File: config.mk
export PLATFORM = sky130hd
export DESIGN_NAME = uart_bus_bridge
export DESIGN_NICKNAME = d
export VERILOG_FILES = /design/src/rtl/uart_bridge_pkg.sv /design/src/rtl/uart_bridge_resp_shifter.sv /design/src/rtl/uart_bus_bridge.sv
export SDC_FILE = /design/constraint.sdc
export NUM_CORES = 1
export LEC_CHECK = 0
export ABC_AREA = 1
export BUFFER_PORTS_ARGS = -buffer_cell sky130_fd_sc_hd__buf_2
export CORE_ASPECT_RATIO = 1.5
export CORE_MARGIN = 4
export CORE_UTILIZATION = 40
export CTS_BUF_LIST = sky130_fd_sc_hd__clkbuf_8
export DETAILED_ROUTE_END_ITERATION = 7
export PLACE_DENSITY = 0.67
export REMOVE_ABC_BUFFERS = 1
export SKIP_CTS_REPAIR_TIMING = 1
export SKIP_LAST_GASP = 1
export SYNTH_ARGS = -nofsm -noshare
export SYNTH_HDL_FRONTEND = slang
export SYNTH_SLANG_ARGS = --single-unit
File: constraint.sdc
create_clock -name clk -period 5 [get_ports clk]
set_input_delay 0.5 -clock clk [delete_from_list [all_inputs] [get_ports clk]]
set_output_delay 0.5 -clock clk [all_outputs]
set_load 0.02 [all_outputs]
File: src/rtl/uart_bridge_pkg.sv
// Shared definitions for the UART-to-peripheral-bus debug bridge:
// command bytes, FSM states and default response bytes.
package uart_bridge_pkg;

  localparam logic [7:0] CMD_WR      = 8'h57;
  localparam logic [7:0] CMD_RD      = 8'h52;
  localparam logic [7:0] DEFAULT_ACK = 8'h4B;
  localparam logic [7:0] DEFAULT_NAK = 8'h3F;

  typedef enum logic [2:0] {
    IDLE,
    ADDR,
    DATA,
    BUS,
    RESP,
    TX_WAIT
  } bridge_state_t;

  typedef enum logic {
    OP_RD,
    OP_WR
  } bridge_op_t;

  function automatic logic is_cmd(input logic [7:0] b);
    return (b == CMD_WR) || (b == CMD_RD);
  endfunction

endpackage

File: src/rtl/uart_bridge_resp_shifter.sv
// Response buffer: 4-byte parallel load, MSB-first byte shifter that
// presents each byte on tx_data and tracks how many bytes remain.
module uart_bridge_resp_shifter (
  input  logic        clk,
  input  logic        reset,
  input  logic        load,
  input  logic [31:0] load_word,
  input  logic [2:0]  load_count,
  input  logic        shift,
  output logic [7:0]  tx_data,
  output logic [2:0]  remaining
);

  logic [31:0] word;

  // NOTE: sequential state uses non-blocking assignments so every register
  // samples the pre-edge values and simulation order cannot change results.
  always_ff @(posedge clk or posedge reset) begin
    if (reset) begin
      word      <= '0;
      remaining <= '0;
      tx_data   <= '0;
    end else if (load) begin
      word      <= load_word;
      remaining <= load_count;
    end else if (shift && remaining != 3'd0) begin
      // tx_data is registered so it stays put until the next send.
      tx_data   <= word[31:24];
      word      <= {word[23:0], 8'h00};
      remaining <= remaining - 3'd1;
    end
  end

endmodule

File: src/rtl/uart_bus_bridge.sv
// Serial debug bridge: parses read/write frames from a UART byte stream,
// issues one-cycle peripheral bus strobes and returns response bytes.
module uart_bus_bridge
  import uart_bridge_pkg::*;
#(
  parameter int unsigned TIMEOUT_CYCLES = 1_000_000,
  parameter int unsigned TX_HOLDOFF     = 4,
  parameter logic [7:0]  ACK_BYTE       = DEFAULT_ACK,
  parameter logic [7:0]  NAK_BYTE       = DEFAULT_NAK
) (
  input  logic        clk,
  input  logic        reset,
  input  logic        rx_valid,
  input  logic [7:0]  rx_data,
  input  logic        tx_ready,
  output logic        tx_start,
  output logic [7:0]  tx_data,
  output logic        rd,
  output logic        wr,
  output logic [31:0] addr,
  output logic [31:0] wdata,
  input  logic [31:0] rdata,
  output logic        busy,
  output logic        overrun
);

  localparam int unsigned TO_W = $clog2(TIMEOUT_CYCLES + 1);
  localparam int unsigned HO_W = $clog2(TX_HOLDOFF + 2);
  localparam logic [TO_W-1:0] TO_LAST = TO_W'(TIMEOUT_CYCLES - 1);
  localparam logic [HO_W-1:0] HO_LAST = HO_W'(TX_HOLDOFF);

  bridge_state_t   state, state_nx;
  bridge_op_t      op;
  logic [1:0]      byte_cnt;
  logic [TO_W-1:0] idle_cnt;
  logic [HO_W-1:0] hold_cnt;

  logic        field_done, timed_out, hold_done, send;
  logic        load_resp;
  logic [31:0] resp_word;
  logic [2:0]  resp_count, resp_left;

  assign field_done = rx_valid && (byte_cnt == 2'd3);
  // A byte arriving on the expiry cycle wins over the timeout.
  assign timed_out  = !rx_valid && (idle_cnt == TO_LAST);
  assign hold_done  = (hold_cnt == HO_LAST);
  assign send       = (state == RESP) && tx_ready;

  // Strobes decode straight from the state register, so an async reset
  // kills them in the same instant and no partial access can escape.
  assign rd   = (state == BUS) && (op == OP_RD);
  assign wr   = (state == BUS) && (op == OP_WR);
  assign busy = (state != IDLE);

  always_ff @(posedge clk or posedge reset) begin
    if (reset) state <= IDLE;
    else       state <= state_nx;
  end

  // NOTE: every always_comb output gets a default first; a path that leaves
  // one unassigned would infer a latch.
  always_comb begin
    state_nx = state;
    unique case (state)
      IDLE:    if (rx_valid) state_nx = is_cmd(rx_data) ? ADDR : RESP;
      ADDR:    if (field_done)     state_nx = (op == OP_WR) ? DATA : BUS;
               else if (timed_out) state_nx = IDLE;
      DATA:    if (field_done)     state_nx = BUS;
               else if (timed_out) state_nx = IDLE;
      BUS:     state_nx = RESP;
      RESP:    if (tx_ready) state_nx = TX_WAIT;
      TX_WAIT: if (hold_done && tx_ready)
                 state_nx = (resp_left == 3'd0) ? IDLE : RESP;
      default: state_nx = IDLE;
    endcase
  end

  always_comb begin
    load_resp  = 1'b0;
    resp_word  = {NAK_BYTE, 24'h0};
    resp_count = 3'd1;
    if (state == BUS) begin
      load_resp = 1'b1;
      if (op == OP_WR) begin
        resp_word = {ACK_BYTE, 24'h0};
      end else begin
        resp_word  = rdata;
        resp_count = 3'd4;
      end
    end else if (state == IDLE && rx_valid && !is_cmd(rx_data)) begin
      load_resp = 1'b1;
    end
  end

  always_ff @(posedge clk or posedge reset) begin
    if (reset) begin
      op       <= OP_RD;
      byte_cnt <= '0;
      idle_cnt <= '0;
      hold_cnt <= '0;
      addr     <= '0;
      wdata    <= '0;
      overrun  <= 1'b0;
      tx_start <= 1'b0;
    end else begin
      tx_start <= send;

      unique case (state)
        IDLE: if (rx_valid && is_cmd(rx_data)) begin
          op       <= (rx_data == CMD_WR) ? OP_WR : OP_RD;
          byte_cnt <= '0;
        end
        ADDR, DATA: if (rx_valid) begin
          if (state == ADDR) addr  <= {addr[23:0], rx_data};
          else               wdata <= {wdata[23:0], rx_data};
          byte_cnt <= byte_cnt + 2'd1;
        end
        BUS, RESP, TX_WAIT: if (rx_valid) overrun <= 1'b1;
        default: ;
      endcase

      if ((state == ADDR || state == DATA) && !rx_valid && !timed_out)
        idle_cnt <= idle_cnt + 1'b1;
      else
        idle_cnt <= '0;

      if (state != TX_WAIT)  hold_cnt <= '0;
      else if (!hold_done)   hold_cnt <= hold_cnt + 1'b1;
    end
  end

  uart_bridge_resp_shifter u_resp (
    .clk        (clk),
    .reset      (reset),
    .load       (load_resp),
    .load_word  (resp_word),
    .load_count (resp_count),
    .shift      (send),
    .tx_data    (tx_data),
    .remaining  (resp_left)
  );

endmodule
==> results_dict.tcl <==
set metrics [dict create \
    clockBufferDepth 2 \
    synth-async-reset-ratio_pct 100 \
    busiest_layer "met2" \
    met2_usage_pct 28.8 \
    wl_per_cell_um 13.5 \
    grt_max_degree 97 \
    period_needed_ns 3.21 \
    cts_root_buf "clkbuf_8" \
    vias 5357 \
    synthCells 783 \
    h-tree-depth 4 \
    via_per_inst 4.83 \
    clkLatencyLatePin_ns 0.44 \
    p_leak_nw 3.97 \
    synth.largest_area_cell "dfrtp_1" \
    n_antenna_cell 0 \
    cts_tree "yes" \
    yosys_warnings 0 \
    grt_use_met1_pct 21.6 \
    startpoint_type "register" \
    fp.dieArea_mm2 0.0182 \
    critPathMaxFanout 37 \
    drive_gt1_share_pct 20.2 \
    die_y_um 163 \
    place_hpwl_um 10700 \
    relSlewSlack_pct 26.7 \
    cts_sinks 138 \
    met3_usage_pct 3.52 \
    required_ns 5.34 \
    first_global_vias 5173 \
    finalClockSkew_ns 0.0137 \
    die_w_um 112 \
    clk_pin_slew_worst_paths_ns 0.09 \
    place_congestion 0.878 \
    drv_cap 0 \
    crit_type "register to register" \
    dr.pass1.iters 5 \
    synth.top_cell.area_share_pct 53.7 \
    yosysSeqAreaShare_pct 53.7 \
    drc 0 \
    drt_iter0_drc 387 \
    nets 944 \
    cp.arrival_ns 3.55 \
    grt_use_total_pct 17.0 \
    synth_cell_types 34 \
    rsz0062_at_grt "false" \
    status "complete, no violations" \
    grt_pass1_wl_um 25300 \
    worst_pin_slew_ns 1.10 \
    timing.critical_path.to_type "register" \
    core_mm2 0.0157 \
    routed_wl_um 14900 \
    drtAntennaViolNets 0 \
    core.rowCount 56 \
    fmax_ghz 0.311 \
    cellPowerDensity_mw_per_mm2 491 \
    hold_viol 0 \
    synth_edf_count 0 \
    area_growth_syn_to_layout_pct 17.5 \
    io_pins 121 \
    min_path_type "input port to async pin" \
    synth_area_mm2 0.00643 \
    numCtsBuffers 17 \
    port_buffers 120 \
    yosys-top-cells-area "dfrtp_1 (54%), nand2_1 (13%), inv_1 (6.0%), nor2_1 (5.0%), o21ai_0 (3.8%)" \
    synth_area_per_cell_um2 8.21 \
    initial_utilization_pct 41.0 \
    setup_viol 0 \
    finalPower_w 0.00371 \
    antenna_found_initial 0 \
    ys_seq_elements 138 \
    slew_violations 0 \
    period_share_pct 64.2 \
    tns_ns 0 \
    grt-ovfl-total 0 \
    synthFlopType "dfrtp_1" \
    vdd_ir_drop_max_v 0.000241 \
]
## placed cells by master (no fill, tap or decap), types with 5 or more instances in the layout
cell / n
nand3_1: 42
mux2_2: 16
nand4_1: 26
nor2_1: 85
inv_1: 101
buf_2: 120
ha_1: 6
dfrtp_1: 138
xor2_1: 7
inv_6: 9
clkbuf_8: 17
a21oi_1: 25
nor3_1: 5
o21ai_0: 49
nand2_1: 223
## flip-flops by register name, summed over array words and instances, names as in the netlist, 2 cells and up
signal	count
wdata	32
state	3
idle_cnt	20
u_resp.word	32
addr	32
u_resp.tx_data	8
hold_cnt	3
u_resp.remaining	3
byte_cnt	2
## cell families after synthesis
kind of cell | share of synthesized area, %
AO/OA/AOI/OAI | 6.54
XOR/XNOR | 1.23
adder cells (fa/ha/maj) | 1.17
buffers and inverters | 8.39
flip-flops | 53.7
multiplexers | 2.80
AND/OR/NAND/NOR | 26.2
## per-stage QoR
stage,instances,util (%),cell area [um^2],setup slack [ns],hold slack [ns]
after floorplan,753,-,6280,0.804,0.449
after global placement,1078,45.7,7170,1.85,0.453
after detailed placement,1078,45.7,7170,1.79,0.455
after CTS,1110,48.1,7550,1.77,0.245
after global routing,1110,48.1,7550,1.53,0.242
final,1110,48.1,7550,1.79,0.229
## final cells by class
class	instances	area [um^2]
tap	203	254
clock inverter	15	150
sequential	138	3450
timing repair buffer	122	616
fill	1585	8140
clock buffer	17	234
inverter	105	399
multi-input combinational	510	2450
## worst max-delay path: stages, from the launching register on
cell and delay, ns:
dfrtp_1 0.36, inv_1 0.06, ha_1 0.19, ha_1 0.22, nor3_4 0.91, inv_2 0.56
nand3_1 0.49, inv_1 0.17, nand2_1 0.10, nand2_1 0.05
## cells in the mapped netlist (3+ instances only)
library cell,count
nand3_1,43
xor2_1,7
or2_0,3
inv_1,102
nand2_2,3
dfrtp_1,138
buf_4,5
buf_2,11
o21ai_1,3
inv_2,3
a21oi_1,25
nand2_1,223
o21ai_0,49
nor3_1,5
buf_1,4
nand4_1,26
mux2_2,16
ha_1,6
clkbuf_1,10
nor2_1,85
## report_power, final
group          internal, W  switching (W)  total (W)
Combinational     0.000429       0.000815    0.00124
Sequential         0.00141       0.000162    0.00157
Clock             0.000409       0.000487   0.000896
## path summary, 6_finish.rpt
check | startpoint | endpoint | cells past startpoint | slack [ns]
min in group clk | rdata[4] | u_resp.word[4] | 3 | 0.26
min | reset | addr[30] | 2 | 0.23
max | u_resp.remaining[0] | u_resp.remaining[2] | 9 | 1.79
max in group asynchronous | reset | u_resp.remaining[0] | 3 | 3.67
min reg2reg | u_resp.word[29] | u_resp.tx_data[5] | 2 | 0.47
max reg2reg | u_resp.remaining[0] | u_resp.remaining[2] | 9 | 1.79
## routing by layer
metal | vias up | wire (um) | share of wire (%)
met5 | - | 0 | 0
met4 | 0 | 233 | 1.6
met3 | 18 | 794 | 5.3
met2 | 151 | 7260 | 49
met1 | 2496 | 6650 | 45
li1 | 2692 | - | -
Note: power is estimated with default switching activity, not from simulation.
